**src/rtl/btn_event.sv**
```systemverilog
`default_nettype none
// ============================================================================
//  Module   : btn_event
//  Purpose  : Synchronise and debounce board buttons, then turn each press
//             into a single read-to-clear move event for the CPU.
//  Revision : 1.0  initial release
// ============================================================================
module btn_event #(
    parameter int N_BTN      = 5,
    parameter int DEB_CYCLES = 16,
    parameter int DW         = 18
) (
    input  logic             clk,
    input  logic             rst_n,
    input  logic [N_BTN-1:0] btn,
    input  logic             rd,
    output logic [DW-1:0]    rd_data,
    output logic             evt_valid,
    output logic             overrun
);

    localparam int                c_CNT_W   = $clog2(DEB_CYCLES);
    localparam logic [c_CNT_W-1:0] c_CNT_MAX = c_CNT_W'(DEB_CYCLES - 1);

    logic [N_BTN-1:0] r_sync1;
    logic [N_BTN-1:0] r_sync2;
    logic [N_BTN-1:0] w_press;
    logic [2:0]       w_win_code;
    logic             w_any_press;
    logic             w_multi_press;
    logic [2:0]       r_code;
    logic             r_valid;
    logic             r_overrun;

    // Plain two-flop synchroniser; the first stage feeds nothing but the second.
    always_ff @(posedge clk) begin
        if (!rst_n) begin
            r_sync1 <= '0;
            r_sync2 <= '0;
        end else begin
            r_sync1 <= btn;
            r_sync2 <= r_sync1;
        end
    end

    for (genvar gi = 0; gi < N_BTN; gi++) begin : g_deb
        logic [c_CNT_W-1:0] r_cnt;
        logic               r_stable;
        logic               w_accept;

        assign w_accept    = (r_sync2[gi] != r_stable) && (r_cnt == c_CNT_MAX);
        // A press is the very cycle the debounced level is about to go high.
        assign w_press[gi] = w_accept && r_sync2[gi];

        always_ff @(posedge clk) begin
            if (!rst_n) begin
                r_cnt    <= '0;
                r_stable <= 1'b0;
            end else if (r_sync2[gi] == r_stable) begin
                r_cnt <= '0;
            end else if (w_accept) begin
                r_stable <= r_sync2[gi];
                r_cnt    <= '0;
            end else begin
                r_cnt <= r_cnt + c_CNT_W'(1);
            end
        end
    end

    // Lowest index wins; scanning downward lets the lowest hit overwrite.
    always_comb begin
        w_win_code = 3'd0;
        for (int i = N_BTN - 1; i >= 0; i--) begin
            if (w_press[i]) begin
                w_win_code = 3'(i + 1);
            end
        end
    end

    assign w_any_press   = |w_press;
    // Clearing the lowest set bit leaves something only if two or more pressed.
    assign w_multi_press = |(w_press & (w_press - N_BTN'(1)));

    always_ff @(posedge clk) begin
        if (!rst_n) begin
            r_code    <= 3'd0;
            r_valid   <= 1'b0;
            r_overrun <= 1'b0;
        end else if (w_any_press) begin
            if (!r_valid || rd) begin
                r_code    <= w_win_code;
                r_valid   <= 1'b1;
                r_overrun <= rd ? w_multi_press : (r_overrun | w_multi_press);
            end else begin
                r_overrun <= 1'b1;
            end
        end else if (rd) begin
            r_code    <= 3'd0;
            r_valid   <= 1'b0;
            r_overrun <= 1'b0;
        end
    end

    always_comb begin
        rd_data      = '0;
        rd_data[2:0] = r_code;
        rd_data[16]  = r_valid;
        rd_data[17]  = r_overrun;
    end

    assign evt_valid = r_valid;
    assign overrun   = r_overrun;

endmodule
`default_nettype wire

```
**config.mk**
```make
export PLATFORM = sky130hd
export DESIGN_NAME = btn_event
export DESIGN_NICKNAME = d
export VERILOG_FILES = /design/src/rtl/btn_event.sv
export SDC_FILE = /design/constraint.sdc
export NUM_CORES = 1
export LEC_CHECK = 0
export CORE_UTILIZATION = 52
export CTS_BUF_LIST = sky130_fd_sc_hd__clkbuf_16
export CTS_CLUSTER_DIAMETER = 200
export DETAILED_ROUTE_END_ITERATION = 10
export PLACE_DENSITY = 0.78
export SLEW_MARGIN = 20
export SYNTH_ARGS = -nofsm -noshare
export SYNTH_HDL_FRONTEND = slang
export SYNTH_SLANG_ARGS = --single-unit
```
**constraint.sdc**
```tcl
create_clock -name clk -period 2.05 [get_ports clk]
set_input_delay 0.41 -clock clk [delete_from_list [all_inputs] [get_ports clk]]
set_output_delay 0.41 -clock clk [all_outputs]
set_load 0.02 [all_outputs]
```
==> results of run 1 <==
[synth_stat cells]
cell type and instances:
a211oi_1 2, a21boi_0 3, a21boi_1 1, a21oi_1 2
a32o_1 1, and2_1 10, and3_1 6, buf_4 15
clkbuf_1 3, conb_1 1, dfxtp_1 40, ha_1 5
inv_1 8, mux2i_1 5, nand2_1 1, nand2b_1 2
nand3_1 13, nand3_2 2, nand3_4 1, nor2_1 17
nor2b_1 6, nor3_1 1, nor3b_4 3, nor4_2 1
o2111ai_1 1, o211ai_1 3, o21ai_0 2, o21bai_1 1
o22ai_1 2, or3b_1 1, or4_1 1, xor2_1 15
[through the flow]
step | utilization, % | worst slack (ns) | instances
after global routing | 64.1 | 0.195 | 233
after global placement | 60.0 | 0.358 | 228
final | 64.1 | 0.267 | 233
after detailed placement | 60.0 | 0.307 | 228
after CTS | 64.1 | 0.255 | 233
after floorplan | - | 0.489 | 187
[flip-flops by register name, summed over array words and instances (netlist names)]
| name | cells |
|---|---|
| g_deb.r_cnt | 20 |
| g_deb.r_stable | 5 |
| r_sync1 | 5 |
| r_sync2 | 5 |
| r_code | 3 |
| evt_valid | 1 |
| overrun | 1 |
[routing by layer]
layer | GRT usage, % | wire (µm) | up-vias
met1 | 17.9 | 1090 | 525
met4 | 7.64 | 32 | 0
met2 | 33.0 | 1330 | 38
li1 | - | - | 586
met5 | 0 | 0 | -
met3 | 6.71 | 142 | 2
[worst min-delay path by stage]
stage,start,endpoint,cells past startpoint
floorplan,r_sync1[0],r_sync2[0],1
global placement,r_sync1[2],r_sync2[2],1
detailed placement,r_sync1[1],r_sync2[1],1
CTS,r_sync1[1],r_sync2[1],1
global route,r_sync1[2],r_sync2[2],1
finish,r_sync1[1],r_sync2[1],1
[report_power, final]
part	switching, mW	internal (mW)
registers	0.00721	0.791
logic	0.0399	0.0264
clock network	0.262	0.429
[worst reg2reg max path: stages (launching register included)]
cell and delay, ns:
dfxtp_1 0.32, ha_1 0.23, nand3_1 0.20, o22ai_1 0.16
nor4_2 0.33, o21bai_1 0.11, a32o_1 0.22
[cells by family (layout without fill, tap and decap cells)]
logic type | count (synthesis) | count (layout) | share of synthesized area, %
flip-flops | 40 | 40 | 46.0
buffers and inverters | 26 | 28 | 8.85
AND/OR/NAND/NOR | 65 | 65 | 23.6
multiplexers | 5 | 5 | 2.88
other | 1 | 13 | 0.216
AO/OA/AOI/OAI | 18 | 18 | 7.27
XOR/XNOR | 15 | 15 | 7.55
adder cells (fa/ha/maj) | 5 | 5 | 3.60
[layout by cell type (no fill, tap or decap), types with 3 or more instances in the layout]
cell type        Yosys  layout
clkbuf_16            0       5
o211ai_1             3       3
ha_1                 5       5
inv_1                8       8
nor3b_4              3       3
nand3_1             13      13
nor2b_1              6       6
a21boi_0             3       3
nor2_1              17      17
and2_1              10      10
and3_1               6       6
xor2_1              15      15
mux2i_1              5       5
clkdlybuf4s50_1      0      14
conb_1               1      13
dfxtp_1             40      40
[cell type report]
| class | count | area [µm²] |
|---|---|---|
| well taps | 44 | 55.1 |
| flip-flops and latches | 40 | 801 |
| fillers | 256 | 1110 |
| clock buffers | 5 | 125 |
| multi-input cells | 121 | 830 |
| inverters | 8 | 30.0 |
| repair buffers | 15 | 148 |
==> results.toml, run 1 <==
[outcome]
outcome = "finished, final reports clean"

[setup_path]
r2r_start = "g_deb[3].r_cnt[0]"
path_class = "register to primary output"
critPathMaxStageDelay_ns = 0.65
critPathBufInv = 1
cp-startpoint = "evt_valid"
setup.worst_path.end = "rd_data[16]"
crit_path_cell_trace = "clkdlybuf4s50_1"
critical_path.top_delay_family = "buffers and inverters"
arrival_ns = 1.37
startpoint_type = "register"
rr_endpoint = "overrun"
cp_max_fo = 8
cp.depth = 1
required_ns = 1.64
rrSetupSlack_ns = 0.37
critPathCaptureType = "primary output"
worst_path_max_delay_cell = "clkdlybuf4s50_1"
reg2reg_depth = 6

[sta]
fin_skew_ns = 0.00382
finalCritPeriodShare_pct = 87.0
finalHoldViolCount = 0
setup-violations-final = 0
rsz0062_at_grt = "false"
relSlewSlack_pct = 60.3
tightest_slew_ns = 0.594
max_freq_ghz = 0.561
drv_slew = 0
fin_crit_ns = 1.78
whs_ns = 0.432
setup_tns_ns = 0

[clocking]
htreeDepth = 2
cts_buffers = 5
cts_setup_buffers = 0
cts_num_sinks = 40
clockBufferDepth = 2
cts_root_buf = "clkbuf_16"
clk_pin_slew_worst_paths_ns = 0.05
cts_tree = "yes"
clock_latency_ns = 0.28
cts_resized = 0
holdBufCountCts = 0

[power]
p_total_mw = 1.56
ir_drop_mv = 0.406
p_leak_nw = 0.841
pwr_density_cell_nw_per_um2 = 782

[placed_design]
dp.final_hpwl_um = 1980
gp_congestion = 0.747
numPortBuffers = 14
place_area_um2 = 1860

[drt]
routed_wl_um = 2600
dr.pass1.iters = 4
drtIter0Drc = 28
ant_nets = 0
routed_via_density = 4.94
drc_errors = 0
wl_per_cell_um = 11.1
num_vias = 1151

[global_route]
grt_use_total_pct = 18.0
antenna_found_initial = 0
grt.overflow.total = 0
grt_max_degree = 21
grt_pass1_wl_um = 4690
grt_pass1_vias = 1183

[logic_synthesis]
ys_seq_elements = 40
ys_types = 32
syn-cell-area_um2 = 1740
yosys.area.top_type = "dfxtp_1"
syn_inst = 175
yosysSeqAreaShare_pct = 46.0
yosysTopAreaCellShare_pct = 46.0
syn_area_per_cell_um2 = 9.94
synth_area_leaders = "dfxtp_1 46%, xor2_1 7.6%, buf_4 6.5%, nand3_1 3.7%, nor2_1 3.7%"
yosysWarnings = 0

[die]
initial_utilization_pct = 56.0
io-pin-count = 28
die_area_um2 = 3580
die_x_um = 59.8
die_h_um = 59.8
rows = 20
coreArea_um2 = 3100

[finish]
antennaDiodeCount = 0
syn2layout_area_growth_pct = 14.3
num-nets-final = 204
drive_gt1_share_pct = 6.88
finish.instance_area_um2 = 1990

[worst_hold_path]
hold_path_class = "register to register"

[flow_run]
drv_cap = 0
Note: power is estimated with default switching activity, not from simulation.
==> inputs of run 2 (changes only) <==
--- a/config.mk
+++ b/config.mk
@@ -5,11 +5,13 @@
 export SDC_FILE = /design/constraint.sdc
 export NUM_CORES = 1
 export LEC_CHECK = 0
+export ABC_AREA = 1
 export CORE_UTILIZATION = 52
 export CTS_BUF_LIST = sky130_fd_sc_hd__clkbuf_16
 export CTS_CLUSTER_DIAMETER = 200
 export DETAILED_ROUTE_END_ITERATION = 10
 export PLACE_DENSITY = 0.78
+export SETUP_SLACK_MARGIN = 0.1
 export SLEW_MARGIN = 20
 export SYNTH_ARGS = -nofsm -noshare
 export SYNTH_HDL_FRONTEND = slang
==> run 2 against run 1 <==
Against the previous run: clock power hardly changed; critical endpoint is now rd_data[17]; routed wire length is 13% lower; hold slack worse by 0.019 ns; sequential power hardly changed; largest power group unchanged; utilization is 0.73 points higher.
==> results.toml, run 2 <==
[drt]
drtIter0Drc = 32
routed_wl_um = 2250
ant_nets = 0
drc_errors = 0
wl_per_cell_um = 8.29
num_vias = 1189
routed_via_density = 4.39
dr.pass1.iters = 4

[outcome]
outcome = "finished, final reports clean"

[finish]
num-nets-final = 240
final_cell_mix = "40 x dfxtp_1, 27 x nand2_1, 26 x inv_1, 26 x nor2_1, 14 x clkdlybuf4s50_1"
largest-register = "g_deb.r_cnt"
syn2layout_area_growth_pct = 14.7
antennaDiodeCount = 0
drive_gt1_share_pct = 12.3
largest_register_ffs = 20
final_common_cell = "dfxtp_1"
fillers = 273

[clocking]
cts_setup_buffers = 0
htreeDepth = 2
cts_root_buf = "clkbuf_16"
cts_resized = 0
clock_latency_ns = 0.27
holdBufCountCts = 0
clk_pin_slew_worst_paths_ns = 0.05
cts_buffers = 5
cts_tree = "yes"
clockBufferDepth = 2
cts_num_sinks = 40

[logic_synthesis]
ys_types = 24
synth_area_leaders = "dfxtp_1 45%, buf_4 6.4%, nand2_1 5.7%, inv_1 5.5%, nor2_1 5.5%"
ys_seq_elements = 40
yosysTopAreaCellShare_pct = 45.3
synth_edf_count = 0
syn_inst = 210
synth_flop_cell = "dfxtp_1"
syn-cell-area_um2 = 1770
synth_common_cells = "40 x dfxtp_1, 27 x nand2_1, 26 x inv_1, 26 x nor2_1, 15 x buf_4"
syn_area_per_cell_um2 = 8.41
synthArstFlopShare_pct = 0
yosysWarnings = 0
yosysSeqAreaShare_pct = 45.3
yosys.area.top_type = "dfxtp_1"
yosysMostFrequentCell = "dfxtp_1"

[power]
pwr_density_cell_nw_per_um2 = 769
ir_drop_mv = 0.747
p_leak_nw = 0.881

[worst_hold_path]
hold_path_class = "register to register"

[global_route]
grt_max_degree = 14
antenna_found_initial = 0
grt_use_total_pct = 16.0
grt.overflow.total = 0
grt_pass1_vias = 999
grt_pass1_wl_um = 4040

[die]
coreArea_um2 = 3130
initial_utilization_pct = 56.5
rows = 20
die_area_um2 = 3630
io-pin-count = 28
die_x_um = 60.3
die_h_um = 60.3

[sta]
rsz0062_at_grt = "false"
fin_skew_ns = 0.00460
finalHoldViolCount = 0
setup_tns_ns = 0
fin_crit_ns = 1.64
whs_ns = 0.412
finalCritPeriodShare_pct = 80.1
drv_slew = 0
setup-violations-final = 0
max_freq_ghz = 0.609

[setup_path]
critical_path.top_delay_family = "buffers and inverters"
cp_max_fo = 3
arrival_ns = 1.23
critPathMaxStageDelay_ns = 0.61
critPathBufInv = 1
path_class = "register to primary output"
critPathCaptureType = "primary output"
required_ns = 1.64
worst_path_max_delay_cell = "clkdlybuf4s50_1"
crit_path_cell_trace = "clkdlybuf4s50_1"
startpoint_type = "register"

[flow_run]
drv_cap = 0

[placed_design]
gp_congestion = 0.737
dp.final_hpwl_um = 1680
numPortBuffers = 14
-- run 2: cell count changes in the layout (fill, tap and decap cells not counted), moves of 6 or more --
| cell | before | now |
|---|---|---|
| nor2b_1 | 6 | 0 |
| xor2_1 | 15 | 8 |
| and2_1 | 10 | 0 |
| nand2_1 | 1 | 27 |
| a21oi_1 | 2 | 8 |
| nor2_4 | 0 | 7 |
| and3_1 | 6 | 0 |
| inv_1 | 8 | 26 |
| nor2_1 | 17 | 26 |
-- run 2: worst register-to-register path: stages (launching register included) --
cell and delay, ns:
dfxtp_1 0.38, ha_1 0.23, nand3_2 0.14, nor2_4 0.15, nor2_4 0.06, nand3_4 0.09
nand2_1 0.06, nor3_1 0.13, nor2_1 0.05
-- run 2: layout make-up --
| cell class | instances | area (µm²) | area share [%] |
|---|---|---|---|
| Sequential cell | 40 | 801 | 39.5 |
| Multi-Input combinational cell | 135 | 778 | 38.4 |
| Timing Repair Buffer | 15 | 148 | 7.28 |
| Clock buffer | 5 | 125 | 6.17 |
| Inverter | 30 | 113 | 5.56 |
| Tap cell | 44 | 55.1 | 2.72 |
| Clock inverter | 2 | 7.51 | 0.370 |
-- run 2: path summary, 6_finish.rpt --
check / startpoint / endpoint / slack [ns] / cells past startpoint
max: overrun / rd_data[17] / 0.41 / 1
min: r_sync1[0] / r_sync2[0] / 0.41 / 2
max reg2reg: g_deb[3].r_cnt[0] / overrun / 0.65 / 8
min reg2reg: r_sync1[0] / r_sync2[0] / 0.41 / 2
-- run 2: power by group --
part | total, mW | internal (mW) | leakage, nW | switching, mW
clock | 0.694 | 0.434 | 0.0648 | 0.260
sequential | 0.798 | 0.791 | 0.325 | 0.00716
combinational | 0.0659 | 0.0220 | 0.491 | 0.0440
total | 1.56 | 1.25 | 0.881 | 0.312
-- run 2: cell families after synthesis --
logic type	after synthesis	synth area share (%)
flip-flops	40	45.3
buffers and inverters	47	13.2
other	1	0.212
XOR/XNOR	12	5.95
AO/OA/AOI/OAI	19	5.88
AND/OR/NAND/NOR	86	25.9
adder cells (fa/ha/maj)	5	3.54
-- run 2: metal layers --
layer	global-route usage, %	wire length [µm]	vias to the layer above
met5	0	0	-
met4	9.97	68	0
met3	7.79	134	5
met2	23.9	1010	32
met1	18.0	1030	494
li1	-	-	658
-- run 2: through the flow --
| step | worst slack, ns | cells | instance area [µm²] | util (%) | total power [mW] |
|---|---|---|---|---|---|
| 2_1_floorplan | 0.785 | 222 | 1810 | - | 0.878 |
| 3_3_place_gp | 0.408 | 264 | 1890 | 60.6 | 0.879 |
| 3_5_place_dp | 0.360 | 264 | 1890 | 60.6 | 0.880 |
| 4_1_cts | 0.386 | 271 | 2030 | 64.8 | 1.58 |
| 5_1_grt | 0.349 | 271 | 2030 | 64.8 | 1.63 |
| 6_report | 0.407 | 271 | 2030 | 64.8 | 1.56 |
==> inputs of run 3 (changes only) <==
--- a/config.mk
+++ b/config.mk
@@ -6,11 +6,11 @@
 export NUM_CORES = 1
 export LEC_CHECK = 0
 export ABC_AREA = 1
-export CORE_UTILIZATION = 52
+export CORE_UTILIZATION = 47
 export CTS_BUF_LIST = sky130_fd_sc_hd__clkbuf_16
 export CTS_CLUSTER_DIAMETER = 200
 export DETAILED_ROUTE_END_ITERATION = 10
-export PLACE_DENSITY = 0.78
+export PLACE_DENSITY = 0.74
 export SETUP_SLACK_MARGIN = 0.1
 export SLEW_MARGIN = 20
 export SYNTH_ARGS = -nofsm -noshare
==> constraint.sdc (replaced) <==
create_clock -name clk -period 1.4 [get_ports clk]
set_input_delay 0.28 -clock clk [delete_from_list [all_inputs] [get_ports clk]]
set_output_delay 0.28 -clock clk [all_outputs]
set_load 0.02 [all_outputs]
==> run 3 against run 2 <==
Against the previous run: critical path type is now register to register; critical path depth is 7 higher; register-to-register slack worse by 0.55 ns; largest power group unchanged; routed wire length is 18% higher; global-route usage down 0.93 points; utilization is 0.30 points lower; highest routed layer unchanged; worst setup slack lost 0.31 ns; sequential share of layout area shrank 2.9 points.
==> results.toml, run 3 (synthesized netlist as in run 2, its figures left out) <==
[clocking]
clockBufferDepth = 2
holdBufCountCts = 0
cts_root_buf = "clkbuf_16"
cts_num_sinks = 40
clk_pin_slew_worst_paths_ns = 0.05
cts_tree = "yes"
clock_latency_ns = 0.28
htreeDepth = 2
cts_buffers = 5

[die]
coreArea_um2 = 3470
io-pin-count = 28
die_h_um = 63.3
die_x_um = 63.3
die_area_um2 = 4010
rows = 21
initial_utilization_pct = 50.9

[global_route]
grt_use_total_pct = 15.0
grt.overflow.total = 0
grt_max_degree = 12
grt_pass1_wl_um = 4520
antenna_found_initial = 0
grt_pass1_vias = 1094

[sta]
setup_tns_ns = 0
rsz0062_at_grt = "true"
max_freq_ghz = 0.768
fin_crit_ns = 1.30
whs_ns = 0.410
fin_skew_ns = 0.00577
finalHoldViolCount = 0
setup-violations-final = 0
finalCritPeriodShare_pct = 93.0
drv_slew = 0

[setup_path]
r2r_start = "g_deb[3].r_cnt[0]"
reg2reg_depth = 8
rr_endpoint = "r_code[2]"
cp_max_fo = 6
startpoint_type = "register"
critical_path.top_delay_family = "simple AND/OR/NAND/NOR gates"
setup.worst_path.end = "r_code[2]"
crit_path_cell_trace = "ha_4, nand3_4, nor2_4, nor2_4, nand3_4, nand2_4, nand3_1, a21oi_2"
critPathCaptureType = "register"
cp-startpoint = "g_deb[3].r_cnt[0]"
worst_path_max_delay_cell = "dfxtp_4"
critPathMaxStageDelay_ns = 0.35
rrSetupSlack_ns = 0.1
arrival_ns = 1.52
critPathBufInv = 0
cp.depth = 8
required_ns = 1.61
path_class = "register to register"

[finish]
final_cell_mix = "30 x dfxtp_1, 26 x inv_1, 26 x nor2_1, 26 x nand2_1"
fillers = 309
drive_gt1_share_pct = 24.3
largest-register = "g_deb.r_cnt"
num-nets-final = 252
largest_register_ffs = 20
syn2layout_area_growth_pct = 26.6
antennaDiodeCount = 0
final_common_cell = "dfxtp_1"

[power]
combPwrFrac_pct = 4.7
pwr-share-clk_pct = 44.9
p_total_mw = 2.31
seq_power_share_pct = 50.4
p_leak_nw = 0.972
ir_drop_mv = 0.791
pwr_density_cell_nw_per_um2 = 1030
p_switching_uw = 483
power_switching_share_pct = 20.9
internal_power_mw = 1.83

[flow_run]
drv_cap = 0

[placed_design]
gp_congestion = 0.757
numPortBuffers = 14
dp.final_hpwl_um = 1800

[drt]
num_vias = 1264
drc_errors = 0
dr.pass1.iters = 4
routed_via_density = 4.44
routed_wl_um = 2650
ant_nets = 0
drtIter0Drc = 11
wl_per_cell_um = 9.29

[outcome]
outcome = "finished, final reports clean"

[worst_hold_path]
hold_path_class = "register to register"
## run 3: power groups by stage
stage	Clock, mW	Sequential, mW	Combinational, mW
floorplan	0	1.19	0.0969
global placement	0	1.19	0.104
detailed placement	0	1.19	0.105
CTS	1.07	1.17	0.108
global route	1.13	1.17	0.120
finish	1.04	1.17	0.108
## run 3: worst reg2reg max path: cells and delay by family (launching register included)
family / cells / cell delay [ns]
AND/OR/NAND/NOR: 6 / 0.61
AO/OA/AOI/OAI: 1 / 0.12
adder cells (fa/ha/maj): 1 / 0.17
flip-flops: 1 / 0.35
## run 3: through the flow
stage / utilization, % / instances / instance area [µm²] / setup slack, ns
2_1_floorplan: - / 222 / 1810 / 0.135
5_1_grt: 64.5 / 285 / 2240 / 0.0295
4_1_cts: 63.5 / 283 / 2200 / 0.101
3_3_place_gp: 56.0 / 272 / 1940 / 0.0646
3_5_place_dp: 56.0 / 272 / 1940 / 0.0300
6_report: 64.5 / 285 / 2240 / 0.0983
## run 3: cell type report
type / count / area, µm² / area share [%]
repair buffers: 27 / 229 / 10.2
inverters: 30 / 113 / 5.03
multi-input cells: 135 / 887 / 39.7
clock inverters: 2 / 7.51 / 0.336
well taps: 46 / 57.6 / 2.57
flip-flops and latches: 40 / 818 / 36.6
clock buffers: 5 / 125 / 5.59
## run 3: worst min path at each step
| stage | start | end | slack, ns | depth (start not counted) |
|---|---|---|---|---|
| after detailed placement | r_sync1[0] | r_sync2[0] | 0.40 | 2 |
| after global placement | r_sync1[1] | r_sync2[1] | 0.39 | 2 |
| final | r_sync1[0] | r_sync2[0] | 0.41 | 2 |
| after global routing | r_sync1[4] | r_sync2[4] | 0.42 | 2 |
| after CTS | r_sync1[0] | r_sync2[0] | 0.41 | 2 |
| after floorplan | btn[0] | r_sync1[0] | 0.38 | 2 |
## run 3: timing repair
item	4_1_cts	5_1_grt
buffers inserted	4	2
pin swaps	6	7
resized for setup	31	7
endpoints found under the setup margin	11	4
## run 3: layer usage
metal / routed length, µm / track usage (%)
met5: 0 / 0
met2: 1300 / 24.5
met4: 44 / 9.38
met3: 94 / 5.43
met1: 1200 / 16.5
